--- config.mk ---
export PLATFORM = sky130hd
export DESIGN_NAME = seg7_scan_driver
export DESIGN_NICKNAME = d
export VERILOG_FILES = /design/src/rtl/seg7_scan_driver_pkg.sv /design/src/rtl/hex_glyph_rom.sv /design/src/rtl/seg7_scan_driver.sv
export SDC_FILE = /design/constraint.sdc
export NUM_CORES = 1
export LEC_CHECK = 0
export BUFFER_PORTS_ARGS = -buffer_cell sky130_fd_sc_hd__buf_2
export CORE_ASPECT_RATIO = 0.9
export CORE_MARGIN = 4
export CORE_UTILIZATION = 40
export CTS_CLUSTER_SIZE = 10
export DETAILED_ROUTE_END_ITERATION = 10
export GPL_TIMING_DRIVEN = 0
export PLACE_DENSITY = 0.6
export SYNTH_ARGS = -nofsm -noshare
export SYNTH_HDL_FRONTEND = slang
export SYNTH_SLANG_ARGS = --single-unit
export TNS_END_PERCENT = 20
--- constraint.sdc ---
create_clock -name clk -period 2.3 [get_ports clk]
set_clock_uncertainty 0.15 [all_clocks]
set_input_delay 0.345 -clock clk [delete_from_list [all_inputs] [get_ports clk]]
set_output_delay 0.345 -clock clk [all_outputs]
set_load 0.03 [all_outputs]
--- src/rtl/seg7_scan_driver_pkg.sv ---
// seg7_scan_driver_pkg: shared 7-segment display constants (logical, active-high, a..g)
package seg7_scan_driver_pkg;
  typedef logic [6:0] seg_t;
  localparam seg_t SEG_DARK = 7'b0000000;
  localparam seg_t [15:0] GLYPHS = {
    7'b1000111, 7'b1001111, 7'b0111101, 7'b1001110,
    7'b0011111, 7'b1110111, 7'b1111011, 7'b1111111,
    7'b1110000, 7'b1011111, 7'b1011011, 7'b0110011,
    7'b1111001, 7'b1101101, 7'b0110000, 7'b1111110
  };
endpackage

--- src/rtl/hex_glyph_rom.sv ---
// hex_glyph_rom: nibble to logical 7-segment glyph
module hex_glyph_rom
  import seg7_scan_driver_pkg::*;
(
  input  logic [3:0] i_nib,
  output seg_t       o_glyph
);
  assign o_glyph = GLYPHS[i_nib];
endmodule

--- src/rtl/seg7_scan_driver.sv ---
// seg7_scan_driver: round-robin multiplexed 7-segment driver with guard interval and leading-zero blanking
module seg7_scan_driver
  import seg7_scan_driver_pkg::*;
#(
  parameter int NUM_DIGITS       = 4,
  parameter int CLK_DIV          = 50000,
  parameter int GUARD            = 16,
  parameter int SEG_ACTIVE_LOW   = 0,
  parameter int DIGIT_ACTIVE_LOW = 1
) (
  input  logic                    clk,
  input  logic                    rst_n,
  input  logic                    load,
  input  logic [4*NUM_DIGITS-1:0] data_in,
  input  logic [NUM_DIGITS-1:0]   dp_in,
  input  logic [NUM_DIGITS-1:0]   blank_in,
  input  logic                    lzb_en,
  output logic [6:0]              segments,
  output logic                    dp_out,
  output logic [NUM_DIGITS-1:0]   digit_en
);
  localparam int   PW      = $clog2(CLK_DIV);
  localparam int   IW      = NUM_DIGITS > 1 ? $clog2(NUM_DIGITS) : 1;
  localparam logic SEG_INV = SEG_ACTIVE_LOW != 0;
  localparam logic DIG_INV = DIGIT_ACTIVE_LOW != 0;
  logic [PW-1:0]           r_pcnt;
  logic [IW-1:0]           r_idx;
  logic [4*NUM_DIGITS-1:0] r_sh_data;
  logic [NUM_DIGITS-1:0]   r_sh_dp, r_sh_blank, r_dig, w_lz, w_dig;
  seg_t                    r_seg, w_glyph, w_seg;
  logic                    r_dp, w_dp, w_blank, w_zero_hi, w_wrap;
  assign w_wrap = r_pcnt == PW'(CLK_DIV - 1);
  hex_glyph_rom u_rom (.i_nib(r_sh_data[4*r_idx +: 4]), .o_glyph(w_glyph));
  // w_zero_hi accumulates "all nibbles from the top down to i are zero"
  always_comb begin
    w_zero_hi = 1'b1;
    w_lz = '0;
    for (int i = NUM_DIGITS - 1; i >= 0; i--) begin
      w_zero_hi = w_zero_hi & (r_sh_data[4*i +: 4] == 4'd0);
      w_lz[i] = lzb_en & (i != 0) & w_zero_hi;
    end
  end
  assign w_blank = r_sh_blank[r_idx];
  assign w_seg   = (w_blank | w_lz[r_idx]) ? SEG_DARK : w_glyph;
  assign w_dp    = r_sh_dp[r_idx] & ~w_blank;
  assign w_dig   = (r_pcnt < PW'(GUARD)) ? '0 : NUM_DIGITS'(1) << r_idx;
  always_ff @(posedge clk or negedge rst_n) begin
    if (!rst_n) begin
      r_pcnt     <= '0;
      r_idx      <= '0;
      r_sh_data  <= '0;
      r_sh_dp    <= '0;
      r_sh_blank <= '0;
      r_seg      <= {7{SEG_INV}};
      r_dp       <= SEG_INV;
      r_dig      <= {NUM_DIGITS{DIG_INV}};
    end else begin
      r_pcnt <= w_wrap ? '0 : r_pcnt + 1'b1;
      if (w_wrap) r_idx <= (r_idx == IW'(NUM_DIGITS - 1)) ? '0 : r_idx + 1'b1;
      if (load) begin
        r_sh_data  <= data_in;
        r_sh_dp    <= dp_in;
        r_sh_blank <= blank_in;
      end
      r_seg <= w_seg ^ {7{SEG_INV}};
      r_dp  <= w_dp ^ SEG_INV;
      r_dig <= w_dig ^ {NUM_DIGITS{DIG_INV}};
    end
  end
  assign segments = r_seg;
  assign dp_out   = r_dp;
  assign digit_en = r_dig;
endmodule

======== After elaboration in Yosys (flattened, before gate mapping) ========
Memories as Yosys holds them, arrays and structs flattened.
Cells that the tools add are included.
Widths: inputs -> output; s select.
storage, ports and cells
  bits in read-only memories .............. 112
  output and inout port bits .............. 12
  word-level logic and storage cells ...... 41
  memories kept ........................... 1
  bits in registers ....................... 54
  input port bits ......................... 28
memories
  name             words  bits a word  read ports  clocked after memory_dff  wr ports  line                text
  (no name shown)  16     7            1           0                         0         hex_glyph_rom.sv:8  assign o_glyph = GLYPHS[i_nib];
cells by class
  add/sub/neg operators ................... 2
  equal/unequal tests ..................... 2
  muxes and demuxes ....................... 11
  shift operators ......................... 2
  reductions and logical operators ........ 3
  bitwise gates (word level) .............. 9
  $lt $le $gt $ge ......................... 3
operators with widths
  operator               count
  $add 16x1->16 const B  1
  $eq 16x16->1 const B   1
  $lt 16x5->1 const B    1
  $mux 16                1
  $shiftx 16x5->4        1
  $mux 7                 2
  $logic_not 4->1        3
  $and 1x1->1            6
  $bmux 1 s2             3
  $lt 4x5->1 const B     1
  $mux 4                 1
  $not 4->4              1
  $shl 1x2->4 const A    1
  $lt 2x3->1 const B     1
  $mux 1                 3
  $add 2x1->2 const B    1
  $eq 2x2->1 const B     1
  $mux 2                 1
  $not 1->1              1
  $or 1x1->1             1

======== Depth between registers and ports, before layout ========
Gate-level depths: netlist of run 1.
  depth in word-level cells ............... 8
  depth in mapped cells ................... 9
  gate-level depth less buffers ........... 8

======== Modules after synthesis ========
A second synthesis of run 1 with hierarchy kept.
second synthesis, totals
  cell total of the unflattened synthesis .. 219
  area, all modules ....................... 2656.3 µm²
modules (own cells, without submodules)
  module            cells an instance  area each (µm²)  sequential area each (µm²)  times used
  seg7_scan_driver  186                2366.0           1356.3                      1
  hex_glyph_rom     33                 290.3            0.0                         1

======== Worst setup path before layout of run 1 ========
OpenSTA, ideal clock, no wires.
  path type ............................... register to register
  from .................................... reg r_idx[1]
  to ...................................... reg r_seg[3], in the netlist segments[3]
  stages on the path, launching flop included .. 8
  data required time ...................... 2.078 ns
  library setup time ...................... 0.072 ns
  buffers on the path ..................... 1
  path slack .............................. -0.005 ns
  arrival ................................. 2.083 ns
  period minus slack after synthesis ...... 2.305 ns
  cells stage by stage .................... dfrtp_1 buf_6 mux2_2 o21ai_0 inv_1 ha_1 mux4_2 nor2_1
on the way
  cells in the longest elaborated chain, start to end .. 4
  elaborated cells on any way between the ends .. 9
  classes of those cells .................. shift (1); mux (6); bitwise (1); memory (1)
ends and longest elaborated chain
  item                                                        line                                        text
  start, declared                                             seg7_scan_driver.sv:27                      logic [IW-1:0] r_idx;
  start signal, assigned                                      seg7_scan_driver.sv:59                      if (w_wrap) r_idx <= (r_idx == IW'(NUM_DIGITS - 1)) ? '0 : r_idx + 1'b1;
  $shiftx 16x5->4 (tied with other cells)                     seg7_scan_driver.sv:33                      hex_glyph_rom u_rom (.i_nib(r_sh_data[4*r_idx +: 4]), .o_glyph(w_glyph));
  $mem_v2 16x7 (tied with other cells)                        -
  $mux 7 (not written as such) or $or 1x1->1 (tied branches)  hex_glyph_rom.sv:8, seg7_scan_driver.sv:44
  $mux 7 (*)                                                  seg7_scan_driver.sv:44                      assign w_seg = (w_blank | w_lz[r_idx]) ? SEG_DARK : w_glyph;
  named net w_seg[3]                                          seg7_scan_driver.sv:30                      seg_t r_seg, w_glyph, w_seg;
  end signal, assigned                                        seg7_scan_driver.sv:54                      r_seg <= {7{SEG_INV}};
  end signal, assigned                                        seg7_scan_driver.sv:65                      r_seg <= w_seg ^ {7{SEG_INV}};
  end, declared                                               seg7_scan_driver.sv:30
The timed path passes the listed nets; every way through them passes the cells marked *. The select of a mux whose other input is x is not followed.
A chain may end at the register's enable or synchronous reset.

======== Final worst setup path of run 1 ========
  from .................................... reg r_idx[0]
  to ...................................... reg r_seg[3], in the netlist segments[3]
Same word-level chain as after synthesis.

==> impl_metrics.csv, run 1 <==
group,metric,value,unit
min_path,hp-class,"in2async",
cells_and_area,nets,293,
logic_synthesis,yosys.area_share.simple,11.9,%
grt,grt_antenna_before_repair,0,
drt,wl_per_cell,13.7,um
logic_synthesis,synth_top_family_by_area,"multiplexers",
setup_path,worstPathRequired,2.39,ns
setup_path,crit_start,"r_idx[0]",
clocking,root_buffer,"clkbuf_8",
cells_and_area,diodes,0,
cells_and_area,area_growth,16.7,%
logic_synthesis,synth-edff-count,0,
clocking,hold_buffers,0,
setup_path,endpoint_kind,"flip-flop",
grt,grt_overflow,0,
die,start_util,41.6,%
timing,finalCriticalPeriod,2.20,ns
logic_synthesis,syn_nets,246,
logic_synthesis,ys_seq_area_share,52.7,%
timing,drv_slew,0,
status,outcome,"completed",
setup_path,critical_path.max_fanout,10,
drt,dr.first_iter.drc_count,46,
logic_synthesis,synthCells,207,
timing,worstMarginPinSlew,1.15,ns
clocking,clk_latency,0.31,ns
timing,relSlewSlack,23.2,%
setup_path,cp-endpoint,"segments[3]",
timing,hold_viol,0,
setup_path,rrSetupSlack,0.10,ns
drt,vias,1651,
die,die_h,84.1,um
power,p_sw,0.499,mW
logic_synthesis,synth.avg_cell_area,12.4,um2
drt,wl,4700,um
setup_path,r2r_start,"r_idx[0]",
timing,timing.fmax,455,MHz
logic_synthesis,async_flop_share,100,%
setup_path,startpoint_type,"flip-flop",
die,io_pins,40,
clocking,tritoncts,"built",
setup_path,rr_endpoint,"segments[3]",
setup_path,ff2ff_path_depth,5,
power,power,1.96,mW
die,fp.dieW,92.5,um
clocking,cts.clk_slew.worst_paths,0.10,ns
job,drv_cap,0,
clocking,cts.sink_count,54,
setup_path,crit_arrival,2.29,ns
grt,grt_pass1_vias,1681,
power,p_seq_share,53.3,%
power,p_int,1.46,mW
logic_synthesis,synthAdderAreaFrac,5.35,%
cells_and_area,fin_util,48.6,%
power,leakagePower,1.37,nW
drt,drt-pass1-iter-count,4,
die,core-area,0.00618,mm2
grt,gr-usage-all-layers,13.1,%
timing,min_period_over_period,95.5,%
clocking,clock_path_buffers,2,
power,p_sw_share,25.4,%
drt,avgViaCountPerCell,4.83,
grt,grt_pass1_wl,8090,um
logic_synthesis,synthesis.area,0.00257,mm2
logic_synthesis,synth_compound_area_share,3.36,%
die,row_count,27,
logic_synthesis,synth_seq_cells,54,
place,place_congestion,0.779,
timing,hold_slack,0.106,ns
timing,setup_slack,0.103,ns
drt,drc,0,
logic_synthesis,synth_warnings,0,
place,port_buffers,38,
clocking,numCtsBuffers,5,
grt,grt_max_degree,55,
drt,ant_nets,0,
logic_synthesis,yosys-mux-area-fraction,19.0,%
logic_synthesis,synth_ff_type,"dfrtp_1",
power,ir_worst_vdd,0.285,mV
power,power_density,653,mW/mm2
timing,setup_viol,0,
cells_and_area,num-fill-cells,590,
setup_path,crit_type,"reg2reg",
cells_and_area,drive_above_1_share,36.5,%
power,pwr-share-clk,32.4,%
place,hpwlAfterDp,3370,um
power,combPwrFrac,14.3,%
clocking,htree_num_levels,2,
logic_synthesis,synth.distinct_cells,33,
logic_synthesis,synth-xor-area-share,4.43,%
place,place_ws,-0.108,ns
die,die_area,0.00778,mm2
[cell type report]
type / count / area [um2] / area share [%]
multi-input combinational: 137 / 1140 / 38.0
timing repair buffer: 40 / 205 / 6.83
clock buffer: 5 / 68.8 / 2.29
tap: 87 / 109 / 3.62
inverter: 9 / 33.8 / 1.13
clock inverter: 3 / 40.0 / 1.33
buffer: 7 / 50.0 / 1.67
sequential: 54 / 1360 / 45.2
[worst max-delay path, stage by stage, from the launching register on]
cell	delay, ns
dfrtp_1	0.37
buf_6	0.17
mux4_2	0.59
ha_1	0.30
mux4_2	0.47
nor2_1	0.09
[flip-flops by register name, indices dropped and copies added, names as in the netlist]
register    flops
digit_en        4
r_sh_dp         4
segments        7
dp_out          1
r_pcnt         16
r_idx           2
r_sh_data      16
r_sh_blank      4
[worst min-delay path by stage]
| stage | startpoint | endpoint | slack (ns) | cells past startpoint |
|---|---|---|---|---|
| 2_1_floorplan | rst_n | dp_out | -0.10 | 0 |
| 5_1_grt | blank_in[1] | r_sh_blank[1] | 0.10 | 2 |
| 4_1_cts | data_in[15] | r_sh_data[15] | 0.10 | 2 |
| 3_5_place_dp | r_pcnt[7] | r_pcnt[7] | 0.34 | 1 |
| 6_report | rst_n | r_pcnt[11] | 0.11 | 1 |
| 3_3_place_gp | r_sh_dp[3] | r_sh_dp[3] | 0.33 | 1 |
[stage by stage]
stage	TNS, ns	area, um2	instances
6_report	0	3000	342
5_1_grt	-0.00732	3000	342
4_1_cts	0	2990	340
3_5_place_dp	-0.244	2870	332
3_3_place_gp	-0.290	2870	332
2_1_floorplan	0	2570	207
[layout by cell type (no fill, tap or decap), drive strengths merged]
master,synthesis,routed
xnor2,6,6
ha,11,11
nand3,8,8
or3,2,2
bufinv,0,1
a21oi,2,2
or2,1,1
o211ai,1,1
mux2i,3,3
nand4,2,2
inv,9,9
clkinv,0,2
and3,2,2
buf,4,44
o22ai,2,2
nor2,19,19
a31o,1,1
nor3,2,2
nor4,7,7
clkbuf,3,8
nor2b,2,2
o21ai,5,5
or4,1,1
mux2,27,27
mux4,6,6
nand2,15,15
dfrtp,50,50
dfstp,4,4
a211oi,3,3
nand2b,2,2
xor2,7,7
[what timing repair did]
item                       CTS  global route
buffers inserted             0             2
setup endpoints to repair    3             4
resized for setup            3             2
[cells in the mapped netlist, types with 4 or more instances]
library cell,n,share of area (%)
nand2_1,15,2.2
nor4_1,6,1.5
mux2_2,25,11
nor2_1,19,2.8
xnor2_1,6,2.0
inv_1,9,1.3
xor2_1,7,2.4
nand3_1,8,1.6
dfstp_2,4,4.1
dfrtp_1,50,49
o21ai_0,5,0.97
ha_1,11,5.4
[routing by layer]
metal	share of wire (%)	up-vias	GRT usage, %
li1	-	816	-
met1	49	777	18.5
met2	43	51	18.9
met3	6.8	7	3.97
met4	1.3	0	4.86
met5	0	-	0
[cells by family (layout without fill, tap and decap cells)]
kind of cell | count (synthesis) | after routing
muxes | 36 | 36
DFF | 54 | 54
AOI/OAI and AO/OA | 14 | 14
adders and majority gates | 11 | 11
and+or+nand+nor | 63 | 63
buffers and inverters | 16 | 64
xor gates and xnor gates | 13 | 13
[power groups by stage]
stage	logic [mW]	clock network, mW	registers (mW)
floorplan	0.149	0	1.10
global placement	0.278	0	1.06
detailed placement	0.280	0	1.06
CTS	0.283	0.656	1.04
global route	0.310	0.697	1.05
finish	0.280	0.635	1.04
(Power assumes the default switching activity.)
==> run 2: changes to the inputs <==
--- a/config.mk
+++ b/config.mk
@@ -8,11 +8,11 @@
 export BUFFER_PORTS_ARGS = -buffer_cell sky130_fd_sc_hd__buf_2
 export CORE_ASPECT_RATIO = 0.9
 export CORE_MARGIN = 4
-export CORE_UTILIZATION = 40
+export CORE_UTILIZATION = 51
 export CTS_CLUSTER_SIZE = 10
 export DETAILED_ROUTE_END_ITERATION = 10
 export GPL_TIMING_DRIVEN = 0
-export PLACE_DENSITY = 0.6
+export PLACE_DENSITY = 0.77
 export SYNTH_ARGS = -nofsm -noshare
 export SYNTH_HDL_FRONTEND = slang
 export SYNTH_SLANG_ARGS = --single-unit
==> run 2 against run 1 <==
Hold slack better by 0.0017 ns. Global-route usage is 3.0 points higher. Sequential cell count stayed put. Setup slack better by 0.00057 ns. Power is 5.0% lower. Sequential power hardly changed. Critical endpoint unchanged. Largest power group unchanged.
==> impl_metrics.csv, run 2 (same netlist as run 1, synthesis figures left out) <==
group,metric,value,unit
timing,worstMarginPinSlew,1.14,ns
clocking,tritoncts,"built",
cells_and_area,diodes,0,
drt,ant_nets,0,
power,leakagePower,1.37,nW
setup_path,crit_arrival,2.28,ns
timing,hold_viol,0,
drt,drc,0,
die,fp.dieW,82.9,um
grt,grt_pass1_wl,7950,um
die,core-area,0.00486,mm2
job,drv_cap,0,
setup_path,startpoint_type,"flip-flop",
cells_and_area,final_common_cell,"dfrtp_1",
drt,wl_met3,291,um
timing,relSlewSlack,24.2,%
power,power_density,624,mW/mm2
setup_path,worstPathCellList,"buf_6, mux4_2, ha_1, mux4_2, nor2_1",
setup_path,endpoint_kind,"flip-flop",
drt,topRoutingLayerUsed,"met4",
setup_path,r2r_start,"r_idx[0]",
die,die_area,0.00625,mm2
grt,grt_overflow,0,
clocking,numCtsBuffers,5,
cells_and_area,num-fill-cells,407,
timing,finalSetupTns,0,ns
cells_and_area,ff_latch_area,0.00136,mm2
timing,finalCriticalPeriod,2.20,ns
drt,wl,4660,um
place,hpwlAfterDp,3280,um
clocking,clock_path_buffers,2,
clocking,root_buffer,"clkbuf_8",
drt,met1_length,2130,um
setup_path,critical_path.max_fanout,7,
drt,wl_per_cell,14.4,um
grt,gr-usage-all-layers,16.1,%
place,place_area,0.00284,mm2
grt,grt_max_degree,55,
setup_path,crit_buf_inv,1,
setup_path,cp_slowest_stage_delay,0.58,ns
clocking,clk_latency,0.30,ns
setup_path,crit_type,"reg2reg",
min_path,hp-class,"in2async",
drt,dr.first_iter.drc_count,92,
setup_path,worstPathRequired,2.39,ns
power,ir_worst_vdd,0.426,mV
timing,setup_viol,0,
clocking,hold_buffers,0,
drt,drt-pass1-iter-count,4,
timing,min_period_over_period,95.5,%
cells_and_area,most-common-layout-cells,"dfrtp_1, buf_2, mux2_2, nor2_1, nand2_1",
grt,grt_pass1_vias,1716,
cells_and_area,nets,296,
die,die_h,75.4,um
timing,drv_slew,0,
cells_and_area,drive_above_1_share,36.8,%
setup_path,crit_start,"r_idx[0]",
place,place_congestion,0.822,
die,start_util,52.9,%
drt,vias,1709,
timing,rsz0062_at_grt,"no",
clocking,htree_num_levels,2,
cells_and_area,multi_input_area,0.00114,mm2
cells_and_area,area_growth,16.0,%
timing,timing.fmax,455,MHz
setup_path,critPathSlowestCell,"mux4_2",
grt,grt_antenna_before_repair,0,
die,io_pins,40,
drt,dr_wl_met2,2200,um
setup_path,crit_top_cell,"mux4_2",
clocking,cts.clk_slew.worst_paths,0.09,ns
place,port_buffers,38,
die,row_count,24,
status,outcome,"completed",
drt,avgViaCountPerCell,5.29,
cells_and_area,stdcell_area,0.00298,mm2
cells_and_area,fin_util,61.3,%
clocking,cts.sink_count,54,
setup_path,critPathTopFamily,"multiplexers",
-- run 2: timing repair --
item / in CTS / in global routing
hold endpoints to repair: 0 / 0
endpoints found under the setup margin: 3 / 3
buffers inserted: 0 / 5
cloned: 0 / 0
gates resized for setup: 3 / 3
pin swaps: 0 / 0
-- run 2: per-stage QoR --
stage	hold WS, ns	setup slack, ns	cells	total power [mW]
2_1_floorplan	-0.101	0.113	207	1.25
3_3_place_gp	0.333	-0.0767	310	1.34
3_5_place_dp	0.330	-0.116	310	1.35
4_1_cts	0.105	0.0352	318	1.89
5_1_grt	0.106	0.00380	323	1.96
6_report	0.107	0.104	323	1.86
-- run 2: power breakdown --
part	internal (mW)	switching, mW
combinational	0.129	0.156
clock	0.246	0.285
sequential	1.01	0.0332
total	1.39	0.474
-- run 2: area by class of cell --
type	count	area share (%)
Sequential cell	54	45.5
Multi-Input combinational cell	137	38.4
Timing Repair Buffer	43	7.63
Clock buffer	8	3.02
Tap cell	65	2.73
Buffer	7	1.68
Inverter	9	1.13
-- run 2: worst reg2reg max path, delay by kind of cell (launching register included) --
family	cells	cell delay, ns
adders and majority gates	1	0.30
and+or+nand+nor	1	0.09
muxes	2	1.04
buffers and inverters	1	0.15
DFF	1	0.40
-- run 2: final timing paths --
kind / endpoint / slack, ns / depth (start not counted)
min in group clk: r_sh_data[3] / 0.12 / 2
worst max register to register: segments[3] / 0.10 / 5
worst min register to register: r_pcnt[0] / 0.34 / 1
max in group asynchronous: r_sh_data[4] / 1.19 / 1
worst min-delay path: segments[6] / 0.11 / 1
worst max-delay path: segments[3] / 0.10 / 5
-- run 2: per-layer routing --
metal	track usage, %	vias up
met5	0	-
met3	5.19	4
li1	-	819
met4	5.44	0
met1	21.9	847
met2	24.9	39
==> run 3: changes to the inputs <==
--- a/config.mk
+++ b/config.mk
@@ -6,13 +6,16 @@
 export NUM_CORES = 1
 export LEC_CHECK = 0
 export BUFFER_PORTS_ARGS = -buffer_cell sky130_fd_sc_hd__buf_2
+export CELL_PAD_IN_SITES_DETAIL_PLACEMENT = 1
+export CELL_PAD_IN_SITES_GLOBAL_PLACEMENT = 1
 export CORE_ASPECT_RATIO = 0.9
 export CORE_MARGIN = 4
-export CORE_UTILIZATION = 51
+export CORE_UTILIZATION = 45
 export CTS_CLUSTER_SIZE = 10
 export DETAILED_ROUTE_END_ITERATION = 10
 export GPL_TIMING_DRIVEN = 0
-export PLACE_DENSITY = 0.77
+export PLACE_DENSITY = 0.8
+export SLEW_MARGIN = 20
 export SYNTH_ARGS = -nofsm -noshare
 export SYNTH_HDL_FRONTEND = slang
 export SYNTH_SLANG_ARGS = --single-unit
==> constraint.sdc (replaced) <==
create_clock -name clk -period 2.4 [get_ports clk]
set_clock_uncertainty 0.15 [all_clocks]
set_input_delay 0.36 -clock clk [delete_from_list [all_inputs] [get_ports clk]]
set_output_delay 0.36 -clock clk [all_outputs]
set_load 0.03 [all_outputs]
==> run 3 against run 2 <==
Global-route usage up 1.1 points. Non-clock buffer count down 4. Utilization down 6.0 points. First-iteration DRC count down 15%. Wire length up 19%. Sequential power down 5%. Combinational power about the same. Design area down 0.21%. Clock power up 14%. Largest cell class unchanged. Highest routed layer unchanged.
==> impl_metrics.csv, run 3 (same netlist as run 1, synthesis figures left out) <==
group,metric,value,unit
clocking,cts.sink_count,54,
timing,min_period_over_period,96.1,%
die,io_pins,40,
place,hpwlAfterDp,4100,um
timing,drv_slew,0,
drt,drt-pass1-iter-count,4,
clocking,clk_latency,0.31,ns
clocking,clock_path_buffers,2,
place,port_buffers,38,
power,p_seq_share,53.1,%
setup_path,crit_start,"r_idx[0]",
place,dpl.cell_count,312,
setup_path,ff2ff_path_depth,7,
setup_path,crit_type,"reg2reg",
place,place_congestion,0.766,
timing,hold_slack,0.127,ns
cells_and_area,instances_no_fill,321,
drt,vias,1742,
setup_path,r2r_start,"r_idx[0]",
setup_path,critical_path.max_fanout,10,
power,ir_worst_vdd,0.343,mV
die,row_count,25,
drt,wl_per_cell,17.2,um
power,pwr-share-clk,32.1,%
drt,dr.first_iter.drc_count,78,
grt,grt_pass1_wl,9190,um
timing,finalCriticalPeriod,2.31,ns
min_path,holdPathStages,2,
cells_and_area,nets,292,
min_path,hp-start,"data_in[7]",
grt,top_usage_layer,"met2",
place,place_ws,-0.251,ns
power,leakagePower,1.36,nW
setup_path,endpoint_kind,"flip-flop",
status,outcome,"completed",
grt,grt_overflow,0,
cells_and_area,num-fill-cells,617,
clocking,cts.clk_slew.worst_paths,0.10,ns
power,power_density,635,mW/mm2
die,start_util,47.8,%
timing,timing.fmax,434,MHz
setup_path,crit_arrival,2.39,ns
grt,grt_max_degree,55,
cells_and_area,area_growth,15.8,%
cells_and_area,drive_above_1_share,35.8,%
job,drv_cap,0,
timing,relSlewSlack,55.6,%
cells_and_area,diodes,0,
grt,use_met2,28.2,%
clocking,root_buffer,"clkbuf_8",
die,fp.dieW,87.7,um
die,core-area,0.00538,mm2
timing,setup_slack,0.0944,ns
setup_path,startpoint_type,"flip-flop",
drt,wl,5530,um
clocking,tritoncts,"built",
drt,ant_nets,0,
timing,setup_viol,0,
clocking,numCtsBuffers,5,
cells_and_area,final_common_cell,"dfrtp_1",
drt,drc,0,
power,combPwrFrac,14.9,%
grt,grt_antenna_before_repair,0,
grt,gr-usage-all-layers,17.2,%
clocking,htree_num_levels,2,
die,die_area,0.00699,mm2
cells_and_area,most-common-layout-cells,"dfrtp_1, buf_2, mux2_2, nor2_1, nand2_1",
timing,worstMarginPinSlew,0.666,ns
drt,avgViaCountPerCell,5.43,
grt,grt_use_met3,3.61,%
die,die_h,79.7,um
setup_path,worstPathRequired,2.49,ns
timing,hold_viol,0,
grt,met1_usage,22.7,%
power,p_sw_share,25.8,%
grt,grt_pass1_vias,1919,
power,p_sw,0.488,mW
power,p_int,1.40,mW
min_path,hp-class,"in2reg",
[run 3: cell types whose count changed in the layout (fill, tap and decap cells not counted)]
| cell | before | now |
|---|---|---|
| inv_2 | 2 | 1 |
| buf_2 | 39 | 38 |
| a211oi_1 | 2 | 3 |
| bufinv_16 | 0 | 1 |
| a211oi_2 | 1 | 0 |
| inv_1 | 7 | 8 |
| buf_4 | 5 | 1 |
| dlygate4sd3_1 | 0 | 1 |
| clkbuf_1 | 5 | 3 |
| clkinv_2 | 0 | 2 |
| clkbuf_8 | 6 | 5 |
| ha_2 | 0 | 1 |
| ha_1 | 11 | 10 |
[run 3: layout make-up]
cell class | count | area (um2) | area share, %
Buffer | 7 | 50.0 | 1.68
Inverter | 9 | 33.8 | 1.13
Timing Repair Buffer | 39 | 203 | 6.81
Multi-Input combinational cell | 137 | 1140 | 38.4
Sequential cell | 54 | 1360 | 45.5
Clock inverter | 3 | 40.0 | 1.34
Tap cell | 67 | 83.8 | 2.82
Clock buffer | 5 | 68.8 | 2.31
[run 3: repair_timing]
action                                  4_1_cts  5_1_grt
hold endpoints to repair                     50        0
hold buffers                                  1        0
resized for setup                             3        3
endpoints found under the setup margin        5        3
buffers inserted                              0        0
[run 3: worst max-delay path, cell delays in order (launching register included)]
cell and delay [ns]:
dfrtp_1 0.41, buf_6 0.18, mux4_2 0.59, inv_2 0.13
ha_1 0.18, inv_1 0.06, mux4_2 0.44, nor2_1 0.10
[run 3: per-stage QoR]
step	setup TNS (ns)	util [%]	total power, mW	area [um2]
final	0	55.3	1.89	2980
after global routing	-0.000366	55.3	1.98	2980
after CTS	0	55.2	1.91	2970
after detailed placement	-0.691	53.0	1.30	2850
after global placement	-0.414	52.9	1.28	2850
after floorplan	0	-	1.19	2570
[run 3: routing by layer]
metal	wire length [um]	vias to the layer above
li1	-	816
met1	2460	886
met2	2800	32
met3	179	8
met4	84	0
met5	0	-
[run 3: worst paths after layout]
| kind | to | slack (ns) |
|---|---|---|
| min in group asynchronous | r_pcnt[0] | 0.49 |
| min reg2reg | r_pcnt[7] | 0.35 |
| max reg2reg | segments[3] | 0.09 |
| max in group asynchronous | r_sh_data[9] | 1.18 |
| min | r_sh_data[7] | 0.13 |
| max | segments[3] | 0.09 |
[run 3: power groups by stage]
stage / logic, mW / registers (mW) / clock network (mW)
after floorplan: 0.143 / 1.05 / 0
after global placement: 0.266 / 1.02 / 0
after detailed placement: 0.279 / 1.02 / 0
after CTS: 0.285 / 1.00 / 0.617
after global routing: 0.309 / 1.01 / 0.660
final: 0.282 / 1.00 / 0.606
